==> src/rtl/tmc_uart.sv <==
// tmc_uart - half-duplex single-wire UART master for a TMC stepper driver.
//
// Sends one register read or write datagram per request: sync byte 0x05,
// slave, register, optional 32-bit data, and CRC8. For reads it then
// releases the line, receives the 8-byte reply, checks it and returns the
// register value.
//
// Build option: define TMC_UART_CRC_CHECK_EN to make a reply CRC mismatch
// an error. Without it the reply CRC byte is received and ignored.
//
// Ports:
//   clk, rst_n             clock, asynchronous active-low reset
//   req_valid/req_ready    request handshake (ready = idle)
//   req_write              1 = write datagram, 0 = read request
//   req_slave, req_reg     TMC slave and register address
//   req_data               write data
//   rsp_valid              one-cycle completion pulse
//   rsp_data, rsp_error    read value / error flag, held until next accept
//   busy                   transaction in progress
//   uart_in                pad input (asynchronous)
//   uart_out, uart_oe      pad drive value and drive enable
module tmc_uart #(
  parameter int HZ           = 24000000,
  parameter int BAUD         = 250000,
  parameter int TIMEOUT_BITS = 64
) (
  input  logic        clk,
  input  logic        rst_n,
  input  logic        req_valid,
  output logic        req_ready,
  input  logic        req_write,
  input  logic [1:0]  req_slave,
  input  logic [6:0]  req_reg,
  input  logic [31:0] req_data,
  output logic        rsp_valid,
  output logic [31:0] rsp_data,
  output logic        rsp_error,
  output logic        busy,
  input  logic        uart_in,
  output logic        uart_out,
  output logic        uart_oe
);
  localparam int DIV       = HZ / BAUD;
  localparam int DW        = $clog2(DIV);
  localparam int TO_CYCLES = TIMEOUT_BITS * DIV;
  localparam int TW        = $clog2(TO_CYCLES + 1);
  localparam logic [DW-1:0] DIV_LAST = DW'(DIV - 1);
  localparam logic [DW-1:0] DIV_MID  = DW'(DIV / 2 - 1);
  localparam logic [TW-1:0] TO_LAST  = TW'(TO_CYCLES - 1);

  typedef enum logic [2:0] {IDLE, TX_BYTE, RX_WAIT, RX_BYTE, DONE} state_t;

  state_t       state_reg, state_next;
  logic [DW-1:0] div_cnt_reg, div_cnt_next;
  logic [3:0]   bit_cnt_reg, bit_cnt_next;
  logic [2:0]   byte_idx_reg, byte_idx_next;
  logic [2:0]   last_idx_reg, last_idx_next;
  logic         write_reg, write_next;
  logic [6:0]   reg_addr_reg, reg_addr_next;
  logic [63:0]  tx_frame_reg, tx_frame_next;   // current byte in [63:56]
  logic [9:0]   tx_shift_reg, tx_shift_next;   // bit 0 drives the line
  logic [7:0]   crc_reg, crc_next;
  logic         oe_reg, oe_next;
  logic [TW-1:0] timer_reg, timer_next;
  logic [7:0]   rx_shift_reg, rx_shift_next;
  logic [31:0]  rx_data_reg, rx_data_next;
  logic         hdr_err_reg, hdr_err_next;
  logic         rsp_valid_reg, rsp_valid_next;
  logic [31:0]  rsp_data_reg, rsp_data_next;
  logic         rsp_error_reg, rsp_error_next;
  logic         sync1_reg, sync2_reg, rx_prev_reg;

  logic         div_wrap, rx_fall, rx_err;
  logic [7:0]   crc_tx, crc_rx;
  logic [63:0]  frame_shift;

  function automatic logic [7:0] crc8_byte(input logic [7:0] crc_in, input logic [7:0] data);
    logic [7:0] c;
    c = crc_in;
    for (int i = 0; i < 8; i++) begin
      if (c[7] ^ data[i]) c = {c[6:0], 1'b0} ^ 8'h07;
      else                c = {c[6:0], 1'b0};
    end
    return c;
  endfunction

  always_ff @(posedge clk or negedge rst_n) begin
    if (!rst_n) begin
      state_reg     <= IDLE;
      div_cnt_reg   <= '0;
      bit_cnt_reg   <= '0;
      byte_idx_reg  <= '0;
      last_idx_reg  <= '0;
      write_reg     <= 1'b0;
      reg_addr_reg  <= '0;
      tx_frame_reg  <= '0;
      tx_shift_reg  <= '1;
      crc_reg       <= '0;
      oe_reg        <= 1'b0;
      timer_reg     <= '0;
      rx_shift_reg  <= '0;
      rx_data_reg   <= '0;
      hdr_err_reg   <= 1'b0;
      rsp_valid_reg <= 1'b0;
      rsp_data_reg  <= '0;
      rsp_error_reg <= 1'b0;
      sync1_reg     <= 1'b1;
      sync2_reg     <= 1'b1;
      rx_prev_reg   <= 1'b1;
    end else begin
      state_reg     <= state_next;
      div_cnt_reg   <= div_cnt_next;
      bit_cnt_reg   <= bit_cnt_next;
      byte_idx_reg  <= byte_idx_next;
      last_idx_reg  <= last_idx_next;
      write_reg     <= write_next;
      reg_addr_reg  <= reg_addr_next;
      tx_frame_reg  <= tx_frame_next;
      tx_shift_reg  <= tx_shift_next;
      crc_reg       <= crc_next;
      oe_reg        <= oe_next;
      timer_reg     <= timer_next;
      rx_shift_reg  <= rx_shift_next;
      rx_data_reg   <= rx_data_next;
      hdr_err_reg   <= hdr_err_next;
      rsp_valid_reg <= rsp_valid_next;
      rsp_data_reg  <= rsp_data_next;
      rsp_error_reg <= rsp_error_next;
      sync1_reg     <= uart_in;
      sync2_reg     <= sync1_reg;
      rx_prev_reg   <= sync2_reg;
    end
  end

  always_comb begin
    state_next     = state_reg;
    div_cnt_next   = div_cnt_reg;
    bit_cnt_next   = bit_cnt_reg;
    byte_idx_next  = byte_idx_reg;
    last_idx_next  = last_idx_reg;
    write_next     = write_reg;
    reg_addr_next  = reg_addr_reg;
    tx_frame_next  = tx_frame_reg;
    tx_shift_next  = tx_shift_reg;
    crc_next       = crc_reg;
    oe_next        = oe_reg;
    timer_next     = timer_reg;
    rx_shift_next  = rx_shift_reg;
    rx_data_next   = rx_data_reg;
    hdr_err_next   = hdr_err_reg;
    rsp_valid_next = 1'b0;
    rsp_data_next  = rsp_data_reg;
    rsp_error_next = rsp_error_reg;
    div_wrap       = (div_cnt_reg == DIV_LAST);
    rx_fall        = rx_prev_reg & ~sync2_reg;
    crc_tx         = crc8_byte(crc_reg, tx_frame_reg[63:56]);
    crc_rx         = crc8_byte(crc_reg, rx_shift_reg);
    frame_shift    = {tx_frame_reg[55:0], 8'h00};
    rx_err         = 1'b0;

    case (state_reg)
      IDLE: begin
        if (req_valid) begin
          state_next     = TX_BYTE;
          write_next     = req_write;
          reg_addr_next  = req_reg;
          tx_frame_next  = req_write ? {8'h05, 6'b0, req_slave, 1'b1, req_reg, req_data, 8'h00}
                                     : {8'h05, 6'b0, req_slave, 1'b0, req_reg, 40'h0};
          tx_shift_next  = {1'b1, 8'h05, 1'b0};
          oe_next        = 1'b1;
          div_cnt_next   = '0;
          bit_cnt_next   = '0;
          byte_idx_next  = '0;
          last_idx_next  = req_write ? 3'd7 : 3'd3;
          crc_next       = '0;
          rsp_data_next  = '0;
          rsp_error_next = 1'b0;
        end
      end

      TX_BYTE: begin
        div_cnt_next = div_wrap ? '0 : div_cnt_reg + 1'b1;
        if (div_wrap) begin
          if (bit_cnt_reg != 4'd9) begin
            bit_cnt_next  = bit_cnt_reg + 1'b1;
            tx_shift_next = {1'b1, tx_shift_reg[9:1]};
          end else if (byte_idx_reg == last_idx_reg) begin
            // Last stop bit done: release the line and set up reception.
            oe_next       = 1'b0;
            tx_shift_next = '1;
            crc_next      = '0;
            byte_idx_next = '0;
            bit_cnt_next  = '0;
            timer_next    = '0;
            rx_data_next  = '0;
            hdr_err_next  = 1'b0;
            if (write_reg) begin
              state_next     = DONE;
              rsp_valid_next = 1'b1;
            end else begin
              state_next = RX_WAIT;
            end
          end else begin
            // Next byte follows with no gap; the final slot carries the CRC.
            crc_next      = crc_tx;
            byte_idx_next = byte_idx_reg + 1'b1;
            bit_cnt_next  = '0;
            if (3'(byte_idx_reg + 3'd1) == last_idx_reg) frame_shift[63:56] = crc_tx;
            tx_frame_next = frame_shift;
            tx_shift_next = {1'b1, frame_shift[63:56], 1'b0};
          end
        end
      end

      RX_WAIT: begin
        if (timer_reg != '1) timer_next = timer_reg + 1'b1;
        if (rx_fall) begin
          state_next   = RX_BYTE;
          div_cnt_next = '0;
          bit_cnt_next = '0;
        end else if (timer_reg >= TO_LAST) begin
          state_next     = DONE;
          rsp_valid_next = 1'b1;
          rsp_error_next = 1'b1;
          rsp_data_next  = '0;
        end
      end

      RX_BYTE: begin
        // Timer keeps running so a glitch does not extend the reply window.
        if (timer_reg != '1) timer_next = timer_reg + 1'b1;
        div_cnt_next = div_wrap ? '0 : div_cnt_reg + 1'b1;
        if (div_cnt_reg == DIV_MID) begin
          if (bit_cnt_reg == 4'd0) begin
            if (sync2_reg) state_next = RX_WAIT;
            else           bit_cnt_next = 4'd1;
          end else if (bit_cnt_reg != 4'd9) begin
            rx_shift_next = {sync2_reg, rx_shift_reg[7:1]};
            bit_cnt_next  = bit_cnt_reg + 1'b1;
          end else if (!sync2_reg) begin
            state_next     = DONE;
            rsp_valid_next = 1'b1;
            rsp_error_next = 1'b1;
            rsp_data_next  = '0;
          end else if (byte_idx_reg == 3'd7) begin
`ifdef TMC_UART_CRC_CHECK_EN
            rx_err = hdr_err_reg | (rx_shift_reg != crc_reg);
`else
            rx_err = hdr_err_reg;
`endif
            state_next     = DONE;
            rsp_valid_next = 1'b1;
            rsp_error_next = rx_err;
            rsp_data_next  = rx_err ? 32'h0 : rx_data_reg;
          end else begin
            crc_next = crc_rx;
            case (byte_idx_reg)
              3'd0:    if (rx_shift_reg != 8'h05) hdr_err_next = 1'b1;
              3'd1:    if (rx_shift_reg != 8'hFF) hdr_err_next = 1'b1;
              3'd2:    if (rx_shift_reg != {1'b0, reg_addr_reg}) hdr_err_next = 1'b1;
              default: rx_data_next = {rx_data_reg[23:0], rx_shift_reg};
            endcase
            byte_idx_next = byte_idx_reg + 1'b1;
            bit_cnt_next  = '0;
            timer_next    = '0;
            state_next    = RX_WAIT;
          end
        end
      end

      DONE:    state_next = IDLE;
      default: state_next = IDLE;
    endcase
  end

  assign req_ready = (state_reg == IDLE);
  assign busy      = (state_reg != IDLE);
  assign rsp_valid = rsp_valid_reg;
  assign rsp_data  = rsp_data_reg;
  assign rsp_error = rsp_error_reg;
  assign uart_out  = tx_shift_reg[0];
  assign uart_oe   = oe_reg;

endmodule

==> config.mk <==
export PLATFORM = sky130hd
export DESIGN_NAME = tmc_uart
export DESIGN_NICKNAME = d
export VERILOG_FILES = /design/src/rtl/tmc_uart.sv
export SDC_FILE = /design/constraint.sdc
export NUM_CORES = 1
export LEC_CHECK = 0
export ABC_AREA = 1
export ABC_CLOCK_PERIOD_IN_PS = 2770
export BUFFER_PORTS_ARGS = -buffer_cell sky130_fd_sc_hd__clkbuf_2
export CORE_UTILIZATION = 65
export DETAILED_ROUTE_END_ITERATION = 8
export GPL_TIMING_DRIVEN = 0
export PLACE_DENSITY = 0.93
export RECOVER_POWER = 100
export REMOVE_ABC_BUFFERS = 1
export SYNTH_ARGS = -nofsm -noshare
export SYNTH_HDL_FRONTEND = slang
export SYNTH_SLANG_ARGS = --single-unit
==> constraint.sdc <==
create_clock -name clk -period 2.77 [get_ports clk]
set_input_delay 0.554 -clock clk [delete_from_list [all_inputs] [get_ports clk]]
set_output_delay 0.554 -clock clk [all_outputs]
set_load 0.02 [all_outputs]
After elaboration in Yosys (flattened, before gate mapping)
Index checks and enable logic that the tools add are counted.
{"block": "word_totals", "reg_bits": 202, "wordCells": 270}
{"block": "classes", "add_sub_neg": 4, "n_lt_le_gt_ge": 1, "n_eq_ne": 40, "n_mux": 144, "n_bitwise": 34, "reduce_logical": 26}
{"cell": "$mux 32", "count": 18}
{"cell": "$mux 64", "count": 4}
{"cell": "$pmux 64 s2", "count": 1}
{"cell": "$mux 13", "count": 9}
{"cell": "$mux 3", "count": 39}
{"cell": "$pmux 32 s3", "count": 1}
{"cell": "$mux 8", "count": 10}
{"cell": "$pmux 32 s2", "count": 1}
{"cell": "$mux 48", "count": 1}
{"cell": "$not 3->3", "count": 15}
{"cell": "$mux 4", "count": 10}
{"cell": "$pmux 13 s3", "count": 1}
{"cell": "$mux 1", "count": 31}
{"cell": "$ne 2x2->1 const B", "count": 14}
{"cell": "$ne 3x3->1 const B", "count": 8}
{"cell": "$pmux 8 s3", "count": 1}
{"cell": "$reduce_and 8->1", "count": 3}
{"cell": "$mux 7", "count": 3}
{"cell": "$pmux 7 s3", "count": 1}
{"cell": "$mux 10", "count": 2}
{"cell": "$pmux 10 s2", "count": 1}
{"cell": "$mux 9", "count": 2}
{"cell": "$pmux 4 s4", "count": 1}
{"cell": "$xor 1x1->1", "count": 16}
{"cell": "37 further kinds", "count": 56}

Depth between registers and ports, before layout
Gate-level depths: netlist of run 1.
{"block": "logic_depth", "word_depth": 22, "mapped_depth": 14, "depth_no_buf": 14}

Worst setup path before layout of run 1
OpenSTA, ideal clock, no wires.
{"block": "synth_path", "path_kind": "register -> register", "startpoint": "register state_reg[0]", "endpoint": "register tx_frame_reg[28]", "setup_ns": 0.124, "arrival_ns": 1.853, "required_ns": 2.646, "path_slack_ns": 0.793, "stages_incl_launch_ff": 10, "synth_period_minus_slack_ns": 1.977, "path_cell_list": "dfrtp_1 -> nor3_2 -> inv_2 -> nor2_4 -> nor2_1 -> inv_2 -> nand2_2 -> clkbuf_1 -> nand2_1 -> nand3_1"}
{"block": "synth_between", "elab_chain_cells": 3, "elab_cells_between_ends": 9, "cone_classes": "5 x eq/ne; 1 x mux; 3 x reduce/logical"}
{"item": "start, declared", "line": "53", "text": "state_t state_reg, state_next;"}
{"item": "start signal, assigned", "line": "111", "text": "state_reg <= state_next;"}
{"item": "$logic_not 3->1 *"}
{"item": "net req_ready", "line": "30", "text": "output logic req_ready,"}
{"item": "$ne 2x2->1 (no line) or $reduce_bool 2->1 (tied branches)"}
{"item": "$reduce_and 5->1 (no line)"}
{"item": "end signal, assigned", "line": "118", "text": "tx_frame_reg <= tx_frame_next;"}
{"item": "end, declared", "line": "60", "text": "logic [63:0] tx_frame_reg, tx_frame_next;"}
The timed path passes the listed nets; every way through them passes the cells marked *.
A chain may end at the register's enable or synchronous reset.

Worst setup path after layout of run 1
{"block": "layout_path", "startpoint": "register state_reg[2]", "endpoint": "register rx_data_reg[12]"}
{"block": "layout_between", "elab_chain_cells": 3, "elab_cells_between_ends": 14, "cone_classes": "11 x eq/ne; 1 x mux; 2 x reduce/logical"}
{"item": "$eq 3x2->1 or $eq 3x1->1 (tied branches)", "line": "161", "text": "case (state_reg)"}
{"item": "$ne 2x2->1 (no line) or $reduce_bool 2->1 (tied branches)"}
{"item": "$reduce_and 10->1 (no line)"}
{"item": "end signal, assigned", "line": "124", "text": "rx_data_reg <= rx_data_next;"}
{"item": "end, declared", "line": "66", "text": "logic [31:0] rx_data_reg, rx_data_next;"}
Parallel ways exist; a longest one is shown, timed or not.

==> results.sh, run 1 <==
export IMPL_cts_htree_levels=4
export IMPL_core_area_sq_um=14530
export IMPL_p_per_area_nw_per_um2=946.5
export IMPL_die_w_microns=124.0
export IMPL_drt_iter0_drc=943
export IMPL_tns_ns=0
export IMPL_groute_usage_overall_pct=31.08
export IMPL_dp_slack_ns=-0.9321
export IMPL_worst_endpoint_required_ns=3.06
export IMPL_root_buffer="clkbuf_16"
export IMPL_synth_area_sq_um=9676
export IMPL_grt_pass1_vias=7961
export IMPL_cts_sinks=191
export IMPL_final_layout_size_suffix_gt1_share_pct=11.17
export IMPL_synth_cells=1223
export IMPL_maxSlewViolCount=82
export IMPL_synth_edff_count=0
export IMPL_worst_slew_pin_slew_ns=2.066
export IMPL_num_rows=44
export IMPL_route_detailed_drc=0
export IMPL_start_util_pct=66.57
export IMPL_portBuffers=83
export IMPL_rsz0062_at_grt="yes"
export IMPL_async_flop_share_pct=100.0
export IMPL_ant_nets=0
export IMPL_setup_violations=0
export IMPL_skew_ns=0.01380
export IMPL_nets=1332
export IMPL_drv_cap=1
export IMPL_min_path_type="input pin to register"
export IMPL_die_y_microns=124.0
export IMPL_overflow=0
export IMPL_hold_viol=0
export IMPL_antennaDiodeCount=0
export IMPL_cts_hold_buf=0
export IMPL_avgSynthCellArea_sq_um=7.911
export IMPL_violations="capacitance limit, slew limit"
export IMPL_area_delta_synth_final_pct=11.39
export IMPL_rr_worst_depth=12
export IMPL_cp_start_kind="register"
export IMPL_end_kind="register"
export IMPL_synth_flop_cell="dfrtp_1"
export IMPL_pin_count=84
export IMPL_dp_hpwl_microns=14400
export IMPL_cts_tree="done"
export IMPL_ys_ff_latch=191
export IMPL_relSlewSlack_pct=-37.71
export IMPL_gp_congestion=0.9467
export IMPL_holdWs_ns=0.1955
export IMPL_grt_pass1_wl_microns=36960
export IMPL_ir_drop_mv=0.5333
export IMPL_max_freq_mhz=372.2
export IMPL_cp_arrival_ns=2.98
export IMPL_design_die_area_sq_um=15380
export IMPL_setup_ws_ns=0.08336
export IMPL_status="finished, violations left"
export IMPL_dr_pass1_iters=5
export IMPL_clk_pin_slew_ns=0.07
export IMPL_clock_latency_ns=0.44
export IMPL_largest_reg_flops=56
export IMPL_synth_seq_area_share_pct=49.55
export IMPL_synth_cell_types=44
export IMPL_hold_depth=1
export IMPL_wire_per_inst_microns=15.33
export IMPL_postLayoutCoreUtil_pct=74.16
export IMPL_cts_buffer_depth=2
export IMPL_ys_warn_count=0
export IMPL_leakage_nw=5.004
export IMPL_finalCritPeriodShare_pct=96.99
export IMPL_vias=8515
export IMPL_vias_per_cell=5.781
export IMPL_numCtsBuffers=17
export IMPL_fillCellCount=1056
export IMPL_crit_fanout=38
export IMPL_totalWireLength_microns=22590
export IMPL_min_period_ns=2.687
export IMPL_grt_max_degree=111
export IMPL_crit_type="register to register"
export IMPL_antenna_found_initial=0
## layer usage
| metal | wire length [microns] | share of wire, % | global-route usage [%] |
|---|---|---|---|
| met2 | 10900 | 48 | 51.94 |
| met4 | 843 | 3.7 | 16.52 |
| met1 | 9503 | 42 | 38.57 |
| met5 | 0 | 0 | 0 |
| met3 | 1342 | 5.9 | 5.403 |
## synth_stat cells (15+ instances only)
master,n,area (sq um)
o21ai_0,61,305.3
inv_2,18,67.56
inv_1,73,274.0
nor2_1,73,274.0
o21ai_1,58,290.3
nand3_1,126,630.6
buf_2,15,75.07
a21oi_1,21,105.1
xor2_1,16,140.1
nand2_1,409,1535
clkbuf_1,29,108.9
dfrtp_1,179,4479
xnor2_1,21,183.9
## worst paths after layout
check / from / endpoint / slack, ns
min in group asynchronous: rst_n / timer_reg[7] / 0.70
worst max-delay path: state_reg[2] / rx_data_reg[12] / 0.08
max in group asynchronous: rst_n / rx_data_reg[28] / 0.76
worst min register to register: sync1_reg / sync2_reg / 0.38
worst max register to register: state_reg[2] / rx_data_reg[12] / 0.08
worst min-delay path: uart_in / sync1_reg / 0.20
## power by group
part	switching (W)	internal (W)
Clock	0.00115	0.00129
Sequential	0.000406	0.00330
Combinational	0.00283	0.00123
Total	0.00438	0.00582
## per-stage QoR
stage / instances / instance area [sq um] / total power [W]
2_1_floorplan: 1165 / 9375 / 0.006404
3_3_place_gp: 1432 / 10020 / 0.007249
3_5_place_dp: 1437 / 10170 / 0.007574
4_1_cts: 1472 / 10820 / 0.01016
5_1_grt: 1473 / 10780 / 0.01083
6_report: 1473 / 10780 / 0.01020
## cell usage in the layout, fill, tap and decap left out, types with 3 or more instances in the layout
cell / count
a21oi_1: 21
a31oi_1: 10
buf_16: 3
clkbuf_1: 36
clkbuf_16: 17
clkbuf_2: 47
clkinvlp_4: 4
dfrtp_1: 179
dfstp_2: 11
ha_1: 10
inv_1: 73
inv_2: 16
inv_6: 6
inv_8: 3
nand2_1: 408
nand3_1: 126
nand4_1: 9
nor2_1: 71
nor2_2: 7
nor2_4: 8
nor3_1: 14
nor3b_1: 3
o211ai_1: 14
o21ai_0: 61
o21ai_1: 58
or2_2: 3
xnor2_1: 21
xor2_1: 16
## worst max-delay path, stage by stage, from the launching register on
cell and delay (ns):
dfrtp_1 0.44, inv_2 0.09, nand2_1 0.15, nor2_4 0.10, buf_12 0.18, inv_2 0.27, a21oi_1 0.08, nor2_1 0.22
inv_2 0.07, nor2_2 0.26, o211ai_4 0.37, nand2_1 0.23, o21ai_1 0.09
## timing repair
action,in CTS,in global routing
setup buffers,0,1
gates cloned,3,0
resized for setup,11,1
hold endpoints to repair,0,0
pin swaps,2,1
endpoints found under the setup margin,111,54
## layout make-up
class	count	area, sq um	share of cell area [%]
Timing Repair Buffer	89	500.5	4.644
Multi-Input combinational cell	885	4312	40.00
Clock inverter	14	143.9	1.335
Clock buffer	18	439.2	4.075
Sequential cell	191	4795	44.49
Tap cell	184	230.2	2.136
Inverter	92	357.8	3.320
## cell families (layout without fill, tap and decap cells)
kind of cell	Yosys count	in the layout	synth area share, %
adders and majority gates	10	10	1.293
buffers and inverters	150	213	6.673
xor gates and xnor gates	37	37	3.349
and+or+nand+nor	659	661	28.97
DFF	191	191	49.55
AOI/OAI and AO/OA	175	176	10.05
muxes	1	1	0.1164
(Power assumes the default switching activity.)
==> run 2: changes to the inputs <==
--- a/config.mk
+++ b/config.mk
@@ -12,7 +12,7 @@
 export DETAILED_ROUTE_END_ITERATION = 8
 export GPL_TIMING_DRIVEN = 0
 export PLACE_DENSITY = 0.93
-export RECOVER_POWER = 100
+export RECOVER_POWER = 50
 export REMOVE_ABC_BUFFERS = 1
 export SYNTH_ARGS = -nofsm -noshare
 export SYNTH_HDL_FRONTEND = slang
==> results.sh, run 2 (synthesized netlist as in run 1, its figures left out) <==
export IMPL_antenna_found_initial=0
export IMPL_grt_pass1_wl_microns=36960
export IMPL_use_met2_pct=51.94
export IMPL_nets=1332
export IMPL_setup_ws_ns=0.06890
export IMPL_busiest_layer="met2"
export IMPL_cts_htree_levels=4
export IMPL_area_delta_synth_final_pct=11.73
export IMPL_ant_nets=0
export IMPL_finalCritPeriodShare_pct=97.51
export IMPL_vias=8520
export IMPL_end_kind="register"
export IMPL_portBuffers=83
export IMPL_swShare_pct=42.90
export IMPL_met1_usage_pct=38.57
export IMPL_dr_pass1_iters=6
export IMPL_cts_buffer_depth=2
export IMPL_min_period_ns=2.701
export IMPL_p_sw_w=0.004373
export IMPL_holdWs_ns=0.1970
export IMPL_antennaDiodeCount=0
export IMPL_p_int_w=0.005821
export IMPL_layout_common_cells="nand2_1 (408), dfrtp_1 (179), nand3_1 (126)"
export IMPL_register_area_sq_um=4795
export IMPL_final_common_cell="nand2_1"
export IMPL_violations="capacitance limit, slew limit"
export IMPL_design_die_area_sq_um=15380
export IMPL_max_freq_mhz=370.2
export IMPL_clock_latency_ns=0.44
export IMPL_dp_hpwl_microns=14400
export IMPL_combPwrFrac_pct=39.8
export IMPL_wire_per_inst_microns=15.29
export IMPL_status="finished, violations left"
export IMPL_largest_reg_flops=56
export IMPL_totalWireLength_microns=22530
export IMPL_skew_ns=0.01302
export IMPL_hold_depth=1
export IMPL_pwr_share_clk_pct=23.9
export IMPL_pin_count=84
export IMPL_drv_cap=1
export IMPL_route_detailed_drc=0
export IMPL_gp_congestion=0.9467
export IMPL_root_buffer="clkbuf_16"
export IMPL_cp_arrival_ns=2.99
export IMPL_ir_drop_mv=0.5309
export IMPL_grt_use_met3_pct=5.403
export IMPL_cts_tree="done"
export IMPL_die_w_microns=124.0
export IMPL_clk_pin_slew_ns=0.07
export IMPL_rsz0062_at_grt="yes"
export IMPL_hold_viol=0
export IMPL_start_util_pct=66.57
export IMPL_cts_sinks=191
export IMPL_die_y_microns=124.0
export IMPL_fillCellCount=1039
export IMPL_worst_slew_pin_slew_ns=2.053
export IMPL_drt_iter0_drc=835
export IMPL_crit_fanout=38
export IMPL_overflow=0
export IMPL_vias_per_cell=5.784
export IMPL_maxSlewViolCount=82
export IMPL_dp_slack_ns=-0.9321
export IMPL_core_area_sq_um=14530
export IMPL_seqPwrFrac_pct=36.3
export IMPL_p_per_area_nw_per_um2=943.1
export IMPL_multi_input_area_sq_um=4312
export IMPL_grt_pass1_vias=7961
export IMPL_groute_usage_overall_pct=31.08
export IMPL_cts_hold_buf=0
export IMPL_final_layout_size_suffix_gt1_share_pct=13.19
export IMPL_min_path_type="input pin to register"
export IMPL_cp_start_kind="register"
export IMPL_num_rows=44
export IMPL_setup_violations=0
export IMPL_crit_type="register to register"
export IMPL_worst_endpoint_required_ns=3.06
export IMPL_relSlewSlack_pct=-36.87
export IMPL_rr_worst_depth=12
export IMPL_grt_max_degree=111
export IMPL_leakage_nw=5.093
export IMPL_numCtsBuffers=17
## run 2: cell counts in the layout (fill, tap and decap cells not counted)
Identical to the previous run, type by type.
## run 2: routing by layer
| metal | up-vias | share of wire (%) |
|---|---|---|
| li1 | 4077 | - |
| met1 | 4017 | 42 |
| met4 | 0 | 3.8 |
| met2 | 355 | 48 |
| met3 | 71 | 6.2 |
| met5 | - | 0 |
## run 2: critical path: stages (launching register included)
cell and delay [ns]:
dfrtp_1 0.44, inv_2 0.08, nand2_1 0.15, nor2_4 0.10, buf_12 0.18, inv_2 0.28, a21oi_1 0.08, nor2_1 0.21
inv_2 0.07, nor2_2 0.26, o211ai_4 0.37, nand2_1 0.23, o21ai_1 0.10
## run 2: per-stage QoR
stage | util, % | TNS, ns | total power, W | cells | instance area [sq um]
floorplan | - | -59.00 | 0.006404 | 1165 | 9375
global placement | 68.95 | -654.74 | 0.007249 | 1432 | 10020
detailed placement | 69.96 | -52.03 | 0.007574 | 1437 | 10170
CTS | 74.44 | 0 | 0.01016 | 1472 | 10820
global route | 74.38 | -0.2028 | 0.01083 | 1473 | 10810
finish | 74.38 | 0 | 0.01019 | 1473 | 10810
## run 2: layout make-up
class / count / share of cell area (%)
timing repair buffer: 89 / 4.931
tap: 184 / 2.130
inverter: 92 / 3.310
clock buffer: 18 / 4.062
sequential: 191 / 44.35
multi-input combinational: 885 / 39.88
clock inverter: 14 / 1.331
## run 2: timing repair
action / in CTS / in global routing
endpoints found under the hold margin: 0 / 0
pin swaps: 2 / 1
resized for setup: 11 / 1
cloned: 3 / 0
endpoints found under the setup margin: 111 / 54
setup buffers: 0 / 1
## run 2: power by group through the flow
stage               registers [W]  clock network [W]  logic, W
floorplan                 0.00364                  0   0.00277
global placement          0.00371                  0   0.00354
detailed placement        0.00374                  0   0.00383
CTS                       0.00369            0.00245   0.00402
global route              0.00376            0.00255   0.00452
finish                    0.00371            0.00243   0.00406
## run 2: final timing paths
check	start	slack, ns	endpoint
setup / recovery	state_reg[2]	0.07	rx_data_reg[7]
hold / removal	uart_in	0.20	sync1_reg
setup reg to reg	state_reg[2]	0.07	rx_data_reg[7]
hold reg to reg	sync1_reg	0.38	sync2_reg
max in group asynchronous	rst_n	0.76	rsp_data[12]
min in group asynchronous	rst_n	0.69	timer_reg[7]
